$ cat config.mk
export PLATFORM = sky130hd
export DESIGN_NAME = bus_gate_arbiter
export DESIGN_NICKNAME = d
export VERILOG_FILES = /design/src/rtl/bus_arb_pkg.sv /design/src/rtl/rr_pick.sv /design/src/rtl/bus_gate_arbiter.sv
export SDC_FILE = /design/constraint.sdc
export NUM_CORES = 1
export LEC_CHECK = 0
export BUFFER_PORTS_ARGS = -buffer_cell sky130_fd_sc_hd__buf_2
export CORE_UTILIZATION = 51
export DETAILED_ROUTE_END_ITERATION = 8
export GPL_ROUTABILITY_DRIVEN = 0
export PLACE_DENSITY = 0.78
export REMOVE_ABC_BUFFERS = 1
export SKIP_LAST_GASP = 1
export SYNTH_ARGS = -nofsm -noshare
export SYNTH_HDL_FRONTEND = slang
export SYNTH_HIERARCHICAL = 1
export SYNTH_SLANG_ARGS = --single-unit
$ cat constraint.sdc
create_clock -name clk_i -period 2.2 [get_ports clk_i]
set_input_delay 0.33 -clock clk_i [delete_from_list [all_inputs] [get_ports clk_i]]
set_output_delay 0.33 -clock clk_i [all_outputs]
set_load 0.02 [all_outputs]
$ cat src/rtl/bus_arb_pkg.sv
// Shared types and constants for the CPU bus gate arbiter.
//   bus_arb_state_t : arbiter FSM states
//   GATE_*          : Gate bit positions of each bus driver when N=4
package bus_arb_pkg;

    typedef enum logic [1:0] {
        IDLE  = 2'd0,
        GRANT = 2'd1,
        TURN  = 2'd2
    } bus_arb_state_t;

    localparam int unsigned GATE_PC     = 3;
    localparam int unsigned GATE_MDR    = 2;
    localparam int unsigned GATE_ALU    = 1;
    localparam int unsigned GATE_MARMUX = 0;

endpackage

$ cat src/rtl/rr_pick.sv
// Combinational round-robin picker.
//   req_i   : per-driver request vector
//   owner_i : index of the current/last owner; scanning starts just above it
//   pick_o  : index of the first set request found, wrapping, owner scanned last
//   any_o   : 1 when any request is set (pick_o is only meaningful then)
module rr_pick #(
    parameter int unsigned N      = 4,
    parameter int unsigned OwnerW = (N > 1) ? $clog2(N) : 1
) (
    input  logic [N-1:0]      req_i,
    input  logic [OwnerW-1:0] owner_i,
    output logic [OwnerW-1:0] pick_o,
    output logic              any_o
);

    assign any_o = |req_i;

    always_comb begin
        logic        found;
        int unsigned idx;
        pick_o = '0;
        found  = 1'b0;
        idx    = 0;
        // Offsets 1..N so the owner itself (offset N) is considered last.
        for (int unsigned i = 1; i <= N; i++) begin
            idx = (32'(owner_i) + i) % N;
            if (!found && req_i[idx]) begin
                found  = 1'b1;
                pick_o = idx[OwnerW-1:0];
            end
        end
    end

endmodule

$ cat src/rtl/bus_gate_arbiter.sv
// Round-robin owner sequencer for the shared 16-bit CPU bus.
//   clk_i         : system clock, all state on rising edge
//   rst_n_i       : asynchronous active-low reset
//   req_i         : per-driver request, held while the bus is wanted
//   gate_o        : registered one-hot bus select, all-zero leaves the bus undriven
//   grant_valid_o : registered, 1 iff gate_o != 0
//   owner_o       : index of current/last owner
//   hold_cnt_o    : cycles the current owner has held the bus, saturating at MAX_HOLD
module bus_gate_arbiter
    import bus_arb_pkg::*;
#(
    parameter int unsigned N          = 4,
    parameter int unsigned MAX_HOLD   = 8,
    parameter int unsigned TURNAROUND = 1,
    localparam int unsigned OwnerW    = (N > 1) ? $clog2(N) : 1,
    localparam int unsigned HoldW     = $clog2(MAX_HOLD + 1)
) (
    input  logic              clk_i,
    input  logic              rst_n_i,
    input  logic [N-1:0]      req_i,
    output logic [N-1:0]      gate_o,
    output logic              grant_valid_o,
    output logic [OwnerW-1:0] owner_o,
    output logic [HoldW-1:0]  hold_cnt_o
);

    localparam logic [HoldW-1:0] MaxHold = HoldW'(MAX_HOLD);
    localparam logic [N-1:0]     OneBit  = N'(1);

    bus_arb_state_t    state_q, state_d;
    logic [N-1:0]      gate_q, gate_d;
    logic              gv_q;
    logic [OwnerW-1:0] owner_q, owner_d;
    logic [HoldW-1:0]  hold_q, hold_d;

    logic [N-1:0]      owner_oh, others, pick_req;
    logic [OwnerW-1:0] pick;
    logic              pick_any;
    logic              release_bus;

    assign owner_oh = OneBit << owner_q;
    assign others   = req_i & ~owner_oh;
    // In GRANT the picker only ever chooses a successor, so the owner is masked out.
    assign pick_req = (state_q == GRANT) ? others : req_i;

    assign release_bus = !req_i[owner_q] || ((others != '0) && (hold_q == MaxHold));

    rr_pick #(
        .N      (N),
        .OwnerW (OwnerW)
    ) u_pick (
        .req_i   (pick_req),
        .owner_i (owner_q),
        .pick_o  (pick),
        .any_o   (pick_any)
    );

    always_comb begin
        state_d = state_q;
        gate_d  = gate_q;
        owner_d = owner_q;
        hold_d  = hold_q;
        unique case (state_q)
            IDLE, TURN: begin
                if (pick_any) begin
                    state_d = GRANT;
                    gate_d  = OneBit << pick;
                    owner_d = pick;
                    hold_d  = HoldW'(1);
                end else begin
                    state_d = IDLE;
                    gate_d  = '0;
                    hold_d  = '0;
                end
            end
            GRANT: begin
                if (!release_bus) begin
                    if (hold_q != MaxHold) begin
                        hold_d = hold_q + HoldW'(1);
                    end
                end else if (TURNAROUND != 0) begin
                    // Dead cycle: owner kept so the next scan starts after it.
                    state_d = TURN;
                    gate_d  = '0;
                    hold_d  = '0;
                end else if (pick_any) begin
                    gate_d  = OneBit << pick;
                    owner_d = pick;
                    hold_d  = HoldW'(1);
                end else begin
                    state_d = IDLE;
                    gate_d  = '0;
                    hold_d  = '0;
                end
            end
            default: begin
                state_d = IDLE;
                gate_d  = '0;
                hold_d  = '0;
            end
        endcase
    end

    always_ff @(posedge clk_i or negedge rst_n_i) begin
        if (!rst_n_i) begin
            state_q <= IDLE;
            gate_q  <= '0;
            gv_q    <= 1'b0;
            owner_q <= OwnerW'(N - 1);
            hold_q  <= '0;
        end else begin
            state_q <= state_d;
            gate_q  <= gate_d;
            gv_q    <= |gate_d;
            owner_q <= owner_d;
            hold_q  <= hold_d;
        end
    end

    assign gate_o        = gate_q;
    assign grant_valid_o = gv_q;
    assign owner_o       = owner_q;
    assign hold_cnt_o    = hold_q;

endmodule

==> results by group <==
Timing
  – Worst-Margin Slew: 441.5 ps
  – Setup Viol. Count Final: 0
  – Slew headroom: 70.57%
  – Max-slew violation count: 0
  – Max Freq: ~530 MHz
  – Final Skew: 3.941 ps
  – Post-route setup slack: 298.9 ps
  – Crit share post-route: 86.41%
  – Minimum clock period: 1901 ps
  – Total negative slack: 0 ps
  – WHS: 458.8 ps
  – Unrepaired setup endpoints after global routing: false
  – Final Hold Fails: 0

Finish
  – Core Util, Final: about two thirds
  – Layout Cells excl Fill: roughly 120
  – Filler Cell Count: 112
  – Diode count: 0
  – Share of layout cells above drive strength 1: approximately 25%
  – Synth-to-Final Area Change: 15.66%
  – Layout net count: 111

GRT
  – Vias in the first global route: about 570
  – Initial antenna violation count: 0
  – Largest net degree at the start of global routing: 15
  – GR Util All Layers: 22.37%
  – Global-route wire length before repair: approximately 2.4 mm
  – Grt ovf: 0

Place
  – Dpl cells: about 110
  – Buffers on Ports: 16
  – Placement Setup Slack: 216.1 ps
  – Post-DP HPWL: between 1 and 1.5 mm

Synth
  – Synth cell types: 34
  – Syn_area_per_cell: 9.437 um2
  – Number of flops mapped to enable cells by yosys: 0
  – Mapped cell area: 783.3 um2
  – Async S/R FF share, synth: 100.0%
  – Yosys warning count: 6
  – Cell count after synthesis: slightly above 80
  – Sequential share of the synthesized area: 41.85%
  – Main synth FF type: dfrtp_1
  – FF+latch count, synth: 13

Worst hold path
  – HP Class: in -> async

Worst setup path
  – Worst-path cell chain: nand3b_1, o21a_1, a21oi_1, a31oi_1, a21oi_1, nor3_1, a21o_1
  – Most used cell, CP: a21oi_1
  – Worst path required time: 2370 ps
  – CP max FO: 10
  – Setup CP Type: reg -> reg
  – CP max-delay cell: dfstp_2
  – Worst EP arrival: 2070 ps
  – Max stage delay on crit path: 640 ps
  – Top cell family by delay on the critical path: compound AO/OA/AOI/OAI gates
  – Worst setup SP type: flip-flop
  – Buffer and inverter count on the worst path: 0
  – CP endpoint kind: flip-flop

Drt
  – Wl on met1: between 700 and 800 um
  – Top routing layer in use: met4
  – DR iter-0 viols: 9
  – DR pass1 iterations: 4
  – Routed wire per std cell: ~13 um
  – Vias per std cell: 5.521
  – Met2 routed wirelength: 697 um
  – Via count: roughly 650
  – Antenna viol nets, final: 0
  – Drc violations: 0
  – DR WL met3: ~57 um
  – Final wirelength: 1.512 mm

Floorplan
  – Rows: 13
  – Height of the die: slightly above 40 um
  – Die area: 1697 um2
  – DIE WIDTH: 41.19 um
  – Initial Util: a little under three fifths
  – Core area: 1366 um2
  – IO Pins: 17

Clock network
  – Clk_lat worst skew: approximately 270 ps
  – H-tree lvl count: 1
  – Clock edge transition at the registers on the reported setup and hold paths: 80 ps
  – Setup Fix Bufs, Post-CTS: 0
  – CTS max path bufs: 2
  – Sinks on Clock Net: 13
  – Cts bufs inserted: 3
  – CTS tree: built
  – Clock root cell: clkbuf_4

Pwr
  – Switching Fraction: between 40 and 50%
  – Switching Power: 0.5902 mW
  – Comb power frac: 50.7%
  – Lkg Pwr: 0.4513 nW
  – VDD IR max: 0.8520 mV
  – Pwr/cell area: ~1400 nW/um2
  – P_int: roughly 0.7 mW
  – Sequential share of power: around two fifths
  – Clock share of power: 11.1%

Run
  – MaxCap Viol Count: 0

Run status
  – Status: completed
## registers in the layout (all words and copies together) (netlist names)
register and count:
state_q 2, hold_cnt_o 4, grant_valid_o 1, owner_o 2, gate_o 4
## layout make-up
type / count / area, um2 / area share [%]
Multi-Input combinational cell: 62 / 420.4 / 46.41
Sequential cell: 13 / 327.8 / 36.19
Timing Repair Buffer: 17 / 90.09 / 9.945
Clock buffer: 4 / 26.28 / 2.901
Inverter: 6 / 22.52 / 2.486
Tap cell: 15 / 18.77 / 2.072
## per-layer routing
metal | track usage, % | vias to the layer above
met5 | 0 | -
met4 | 7.258 | 0
met3 | 5.435 | 2
met2 | 35.94 | 14
met1 | 29.51 | 298
li1 | - | 332
## cell usage after synthesis, types with 2 or more instances
cell | n | area share (%)
nand2_1 | 9 | 4.3
ha_1 | 2 | 3.2
a21o_1 | 2 | 1.9
nor2_1 | 7 | 3.4
nor3b_1 | 2 | 1.9
xnor2_1 | 2 | 2.2
mux2i_1 | 4 | 5.1
nor3_1 | 3 | 1.9
inv_1 | 6 | 2.9
nand3b_1 | 2 | 1.9
dfrtp_1 | 11 | 35
nor2b_1 | 3 | 2.4
nand2b_1 | 2 | 1.6
o21a_1 | 3 | 2.9
a21oi_1 | 5 | 3.2
dfstp_2 | 2 | 6.7
## cells by family after synthesis
| kind of cell | Yosys count | synth area share (%) |
|---|---|---|
| multiplexers | 4 | 5.112 |
| AO/OA/AOI/OAI | 20 | 19.49 |
| AND/OR/NAND/NOR | 34 | 23.32 |
| adder cells (fa/ha/maj) | 2 | 3.194 |
| XOR/XNOR | 2 | 2.237 |
| flip-flops | 13 | 41.85 |
| buffers and inverters | 8 | 4.792 |
## through the flow
stage               total power [mW]  cell area, um2
floorplan                     0.9563           768.2
global placement               1.131           867.1
detailed placement             1.145           867.1
CTS                            1.296           903.4
global route                   1.410           905.9
finish                         1.291           905.9
## cells in the final DEF (no fill, tap or decap), types with 2 or more instances in the layout
cell,n
a21o_1,2
a21oi_1,5
buf_2,16
clkbuf_4,3
dfrtp_1,11
dfstp_2,2
ha_1,2
inv_1,6
mux2i_1,4
nand2_1,9
nand2b_1,2
nand3b_1,2
nor2_1,7
nor2b_1,2
nor3_1,3
nor3b_1,2
o21a_1,3
xnor2_1,2
## path summary, 6_finish.rpt
| kind | slack [ps] | from | cells after the start | to |
|---|---|---|---|---|
| setup / recovery | 300 | owner_o[0]$_DFFE_PN1P_ | 7 | gate_o[0]$_DFF_PN0_ |
| max in group asynchronous | 1460 | rst_n_i | 2 | owner_o[0]$_DFFE_PN1P_ |
| hold / removal | 460 | rst_n_i | 2 | hold_cnt_o[1]$_DFFE_PN0P_ |
| min in group clk_i | 480 | state_q[1]$_DFFE_PN0P_ | 1 | state_q[1]$_DFFE_PN0P_ |
| setup reg to reg | 300 | owner_o[0]$_DFFE_PN1P_ | 7 | gate_o[0]$_DFF_PN0_ |
| hold reg to reg | 480 | state_q[1]$_DFFE_PN0P_ | 1 | state_q[1]$_DFFE_PN0P_ |
## power groups by stage
stage          Clock (mW)  Combinational [mW]  Sequential (mW)
3_5_place_dp            0               0.655            0.490
3_3_place_gp            0               0.643            0.489
5_1_grt             0.156               0.742            0.513
4_1_cts             0.147               0.660            0.489
2_1_floorplan           0               0.383            0.573
6_report            0.143               0.655            0.493
## timing repair
action | in CTS | in global routing
resized for setup | 0 | 1
hold endpoints to repair | 11 | 0
endpoints found under the setup margin | 0 | 1
hold buffers | 1 | 0
No activity file was read; power rests on OpenSTA's default activity.
